--- src/rtl/multicycle_control_fsm.sv ---
// rtl/multicycle_control_fsm.sv - multicycle MIPS main control FSM
module multicycle_control_fsm #(
  parameter int STATE_W = 4
) (
  input  logic               clk,
  input  logic               reset,
  input  logic [5:0]         opcode,
  input  logic               zero,
  input  logic               mem_ready,
  output logic [2:0]         alu_op,
  output logic               alu_src_a,
  output logic [1:0]         alu_src_b,
  output logic               ext_zero,
  output logic               pc_write,
  output logic               pc_write_cond,
  output logic               branch_ne,
  output logic [1:0]         pc_source,
  output logic               i_or_d,
  output logic               mem_read,
  output logic               mem_write,
  output logic               ir_write,
  output logic               reg_dst,
  output logic               mem_to_reg,
  output logic               reg_write,
  output logic               instr_done,
  output logic               illegal_op,
  output logic [STATE_W-1:0] state
);

  typedef enum logic [STATE_W-1:0] {
    FETCH, DECODE, EXEC_R, WB_R, EXEC_I, WB_I,
    MEM_ADDR, MEM_READ, MEM_WB, MEM_WRITE, BRANCH, JUMP
  } state_t;

  localparam logic [5:0] OP_RTYPE = 6'b000000;
  localparam logic [5:0] OP_J     = 6'b000010;
  localparam logic [5:0] OP_BEQ   = 6'b000100;
  localparam logic [5:0] OP_BNE   = 6'b000101;
  localparam logic [5:0] OP_ADDI  = 6'b001000;
  localparam logic [5:0] OP_SLTI  = 6'b001010;
  localparam logic [5:0] OP_SLTIU = 6'b001011;
  localparam logic [5:0] OP_ANDI  = 6'b001100;
  localparam logic [5:0] OP_ORI   = 6'b001101;
  localparam logic [5:0] OP_XORI  = 6'b001110;
  localparam logic [5:0] OP_LW    = 6'b100011;
  localparam logic [5:0] OP_SW    = 6'b101011;

  state_t state_q;

  // The branch decision is taken in the datapath; the flag is not needed here.
  logic unused_zero;
  assign unused_zero = zero;

  assign state = state_q;

  function automatic logic is_imm_alu(input logic [5:0] op);
    return (op == OP_ADDI) || (op == OP_ANDI) || (op == OP_ORI) ||
           (op == OP_XORI) || (op == OP_SLTI) || (op == OP_SLTIU);
  endfunction

  function automatic logic [2:0] imm_alu_op(input logic [5:0] op);
    case (op)
      OP_ANDI:  return 3'b011;
      OP_ORI:   return 3'b100;
      OP_XORI:  return 3'b101;
      OP_SLTI:  return 3'b110;
      OP_SLTIU: return 3'b111;
      default:  return 3'b000;
    endcase
  endfunction

  function automatic logic imm_zero_ext(input logic [5:0] op);
    return (op == OP_ANDI) || (op == OP_ORI) || (op == OP_XORI);
  endfunction

  // State register: steps the instruction, stalling memory states on mem_ready.
  always_ff @(posedge clk) begin
    if (reset) begin
      state_q <= FETCH;
    end else begin
      case (state_q)
        FETCH:     if (mem_ready) state_q <= DECODE;
        DECODE: begin
          if (opcode == OP_RTYPE)                        state_q <= EXEC_R;
          else if (opcode == OP_LW || opcode == OP_SW)   state_q <= MEM_ADDR;
          else if (opcode == OP_BEQ || opcode == OP_BNE) state_q <= BRANCH;
          else if (opcode == OP_J)                       state_q <= JUMP;
          else if (is_imm_alu(opcode))                   state_q <= EXEC_I;
          else                                           state_q <= FETCH;
        end
        EXEC_R:    state_q <= WB_R;
        EXEC_I:    state_q <= WB_I;
        MEM_ADDR:  state_q <= (opcode == OP_SW) ? MEM_WRITE : MEM_READ;
        MEM_READ:  if (mem_ready) state_q <= MEM_WB;
        MEM_WRITE: if (mem_ready) state_q <= FETCH;
        default:   state_q <= FETCH;
      endcase
    end
  end

  // Output decode: Moore per state, with mem_ready gating the fetch load and store completion.
  always_comb begin
    alu_op        = 3'b000;
    alu_src_a     = 1'b0;
    alu_src_b     = 2'b00;
    ext_zero      = 1'b0;
    pc_write      = 1'b0;
    pc_write_cond = 1'b0;
    branch_ne     = 1'b0;
    pc_source     = 2'b00;
    i_or_d        = 1'b0;
    mem_read      = 1'b0;
    mem_write     = 1'b0;
    ir_write      = 1'b0;
    reg_dst       = 1'b0;
    mem_to_reg    = 1'b0;
    reg_write     = 1'b0;
    instr_done    = 1'b0;
    illegal_op    = 1'b0;
    case (state_q)
      FETCH: begin
        mem_read  = 1'b1;
        alu_src_b = 2'b01;
        ir_write  = mem_ready;
        pc_write  = mem_ready;
      end
      DECODE: begin
        alu_src_b = 2'b11;
        if (!(opcode == OP_RTYPE || opcode == OP_LW || opcode == OP_SW ||
              opcode == OP_BEQ || opcode == OP_BNE || opcode == OP_J ||
              is_imm_alu(opcode))) begin
          illegal_op = 1'b1;
          instr_done = 1'b1;
        end
      end
      EXEC_R: begin
        alu_src_a = 1'b1;
        alu_op    = 3'b010;
      end
      WB_R: begin
        reg_dst    = 1'b1;
        reg_write  = 1'b1;
        instr_done = 1'b1;
      end
      EXEC_I: begin
        alu_src_a = 1'b1;
        alu_src_b = 2'b10;
        alu_op    = imm_alu_op(opcode);
        ext_zero  = imm_zero_ext(opcode);
      end
      WB_I: begin
        alu_op     = imm_alu_op(opcode);
        ext_zero   = imm_zero_ext(opcode);
        reg_write  = 1'b1;
        instr_done = 1'b1;
      end
      MEM_ADDR: begin
        alu_src_a = 1'b1;
        alu_src_b = 2'b10;
      end
      MEM_READ: begin
        mem_read = 1'b1;
        i_or_d   = 1'b1;
      end
      MEM_WB: begin
        mem_to_reg = 1'b1;
        reg_write  = 1'b1;
        instr_done = 1'b1;
      end
      MEM_WRITE: begin
        mem_write  = 1'b1;
        i_or_d     = 1'b1;
        instr_done = mem_ready;
      end
      BRANCH: begin
        alu_src_a     = 1'b1;
        alu_op        = 3'b001;
        pc_write_cond = 1'b1;
        pc_source     = 2'b01;
        branch_ne     = opcode[0];
        instr_done    = 1'b1;
      end
      JUMP: begin
        pc_write   = 1'b1;
        pc_source  = 2'b10;
        instr_done = 1'b1;
      end
      default: ;
    endcase
    if (reset) begin
      pc_write      = 1'b0;
      pc_write_cond = 1'b0;
      mem_read      = 1'b0;
      mem_write     = 1'b0;
      ir_write      = 1'b0;
      reg_write     = 1'b0;
      instr_done    = 1'b0;
      illegal_op    = 1'b0;
    end
  end

endmodule

--- config.mk ---
export PLATFORM = sky130hd
export DESIGN_NAME = multicycle_control_fsm
export DESIGN_NICKNAME = d
export VERILOG_FILES = /design/src/rtl/multicycle_control_fsm.sv
export SDC_FILE = /design/constraint.sdc
export NUM_CORES = 1
export LEC_CHECK = 0
export ABC_AREA = 1
export ABC_CLOCK_PERIOD_IN_PS = 1300
export BUFFER_PORTS_ARGS = -buffer_cell sky130_fd_sc_hd__buf_2
export CAP_MARGIN = 20
export CORE_UTILIZATION = 23
export DETAILED_ROUTE_END_ITERATION = 10
export SKIP_LAST_GASP = 1
export SLEW_MARGIN = 20
export SYNTH_ARGS = -nofsm -noshare
export SYNTH_HDL_FRONTEND = slang
export SYNTH_SLANG_ARGS = --single-unit
--- constraint.sdc ---
create_clock -name clk -period 1.3 [get_ports clk]
set_input_delay 0.065 -clock clk [delete_from_list [all_inputs] [get_ports clk]]
set_output_delay 0.065 -clock clk [all_outputs]
set_load 0.1 [all_outputs]
==> flow_summary.toml <==
[worst_setup_path]
reg2reg_slack_ns = 0.02
crit_path_max_fanout = 7
slowest_stage = "dfxtp_4"
critPathKind = "reg -> out"
slowest_delay_ns = 0.40
startpoint = "state[0]$_SDFFE_PP0P_"
critical_path_buf_inv_count = 1
cp-end-kind = "primary output"
start_kind = "flip-flop"
critical-path-top-delay-family = "simple AND/OR/NAND/NOR gates"
rr_startpoint = "state[0]$_SDFFE_PP0P_"
crit_chain = "nand2_4, nor2_4, nand2_2, nor2_2, nand2_2, a21oi_4, buf_12"
cp.required_ns = 1.24
r2r-end = "state[3]$_SDFFE_PP0P_"
cp_data_arrival_time_ns = 1.47
rr_worst_depth = 8
cp_common_cell = "nand2_2"

[flow_run]
drv_cap = 0

[grt]
track_usage = 0.167
first_global_vias = 1121
grt_max_degree = 10
grt_overflow = 0
antenna_found_initial = 0
grt_pass1_wl_um = 4400

[synth]
synth_area_per_cell_um2 = 5.34
yosysSeqAreaShare = 0.114
syn-cell-area_um2 = 704
synth_seq_cells = 4
yosys_warnings = 0
synth_cell_types = 21
synthCells = 132
syn_nets = 142

[clocking]
cts.path.max_buffers = 2
cts_buffers = 3
cts_hold_buf = 0
cts_root_buf = "clkbuf_4"
clock_sinks = 4
cts_max_level = 1
clkTransAtPathRegs_ns = 0.05
cts_tree = "built"
insertion_delay_ns = 0.25

[min_path]
hold_path_class = "in -> reg"
hold_depth = 2
min_from = "reset"
whs_endpoint = "state[0]$_SDFFE_PP0P_"

[timing]
hold_slack_ns = 0.183
skew_ns = 0.0119
finalSetupViolCount = 19
drv_slew = 0
rsz0062_at_grt = "true"
report.final.hold_viol_count = 0
min_period_ns = 1.54
slew_headroom = 0.674
worst_pin_slew_ns = 0.493
finalWorstSetupSlack_ns = -0.236
period_share = 1.18
max_freq_mhz = 651

[detailed_routing]
drtIter0Drc = 32
wl_um = 2680
route.detailed.drc = 1
drt_first_pass_iters = 7
ant_nets = 0
via_per_inst = 4.78
wire_per_inst_um = 12.2
num_vias = 1047

[floorplanning]
rows = 19
num_io_pins = 35
die_w_um = 57.3
chipHeight_um = 57.3
core_um2 = 2830
start_util = 0.249
dieArea_um2 = 3290

[finish]
finish.net_count = 200
areaGrowthSynthToFinish_pct = 142
largest_register_ffs = 4
stdcell_area_um2 = 1700
drive_above_1_share = 0.670
diodes = 0

[outcome]
violations = "DRC, setup timing"
outcome = "complete, but fails checks"

[placed_design]
io_buffers = 33
gp_congestion = 0.859
dpl_cell_area_um2 = 1560
post-dp-hpwl_um = 2080

[power_and_ir_drop]
ir_drop_v = 0.000348
p_leak_nw = 0.788
power_density_nw_per_um2 = 578
[through the flow]
step           cells  utilization  setup TNS, ns  total power [mW]  setup slack, ns
6_report         219        0.602          -2.60             0.985           -0.236
5_1_grt          219        0.602          -3.86              1.03           -0.296
4_1_cts          217        0.577          -2.42             0.952           -0.261
3_5_place_dp     213        0.551        -0.0251             0.791          -0.0210
3_3_place_gp     213        0.551        -0.0134             0.780          -0.0134
2_1_floorplan    132            -          -6.13             0.574           -0.817
[cell type report]
type / count / area, um^2
repair buffers: 54 / 672
multi-input cells: 99 / 746
inverters: 28 / 130
well taps: 31 / 38.8
clock buffers: 3 / 22.5
fillers: 226 / 1120
flip-flops and latches: 4 / 95.1
[worst max path at each step]
stage	cells past startpoint	to
CTS	8	instr_done
detailed placement	8	instr_done
global placement	8	instr_done
floorplan	6	branch_ne
finish	7	instr_done
global route	8	alu_op[2]
[power breakdown]
group,internal [mW],switching [mW]
logic,0.229,0.441
registers,0.127,0.0178
clock network,0.104,0.0657
[synth_stat cells, drive strengths merged]
| cell type | count | share of area |
|---|---|---|
| dfxtp | 4 | 0.11 |
| clkinv | 1 | 0.0071 |
| nand2 | 35 | 0.24 |
| inv | 27 | 0.14 |
| a21oi | 5 | 0.052 |
| nand3b | 1 | 0.011 |
| nand3 | 17 | 0.15 |
| nor3 | 1 | 0.014 |
| nand4 | 3 | 0.027 |
| o21ai | 7 | 0.050 |
| clkbuf | 1 | 0.0071 |
| a32o | 1 | 0.014 |
| nor2 | 29 | 0.18 |
[layer usage]
metal	up-vias	GRT usage	wire length (um)
met2	34	0.331	1520
li1	524	-	-
met4	0	0.0523	61
met3	6	0.0227	139
met5	-	0	0
met1	483	0.178	957
[cells by family (layout without fill, tap and decap cells)]
| logic type | count (synthesis) | in the layout | share of synthesized area |
|---|---|---|---|
| AOI/OAI and AO/OA | 13 | 13 | 0.115 |
| buffers and inverters | 29 | 85 | 0.158 |
| DFF | 4 | 4 | 0.114 |
| and+or+nand+nor | 86 | 86 | 0.613 |
[layout by cell type (no fill, tap or decap), types with 4 or more instances in the layout]
master,count
buf_12,22
nand2_1,18
buf_4,16
nor2_4,15
inv_1,13
nand3_1,11
buf_2,11
nor2_1,10
nand2_2,9
inv_2,7
nand2_4,7
nand3_2,5
buf_6,5
nor2_2,4
dfxtp_4,4
[what timing repair did]
item / CTS / global route
pin swaps: 7 / 12
hold endpoints to repair: 0 / 0
setup endpoints to repair: 19 / 22
gates resized for setup: 14 / 17
buffers inserted: 1 / 3
(Power assumes the default switching activity.)
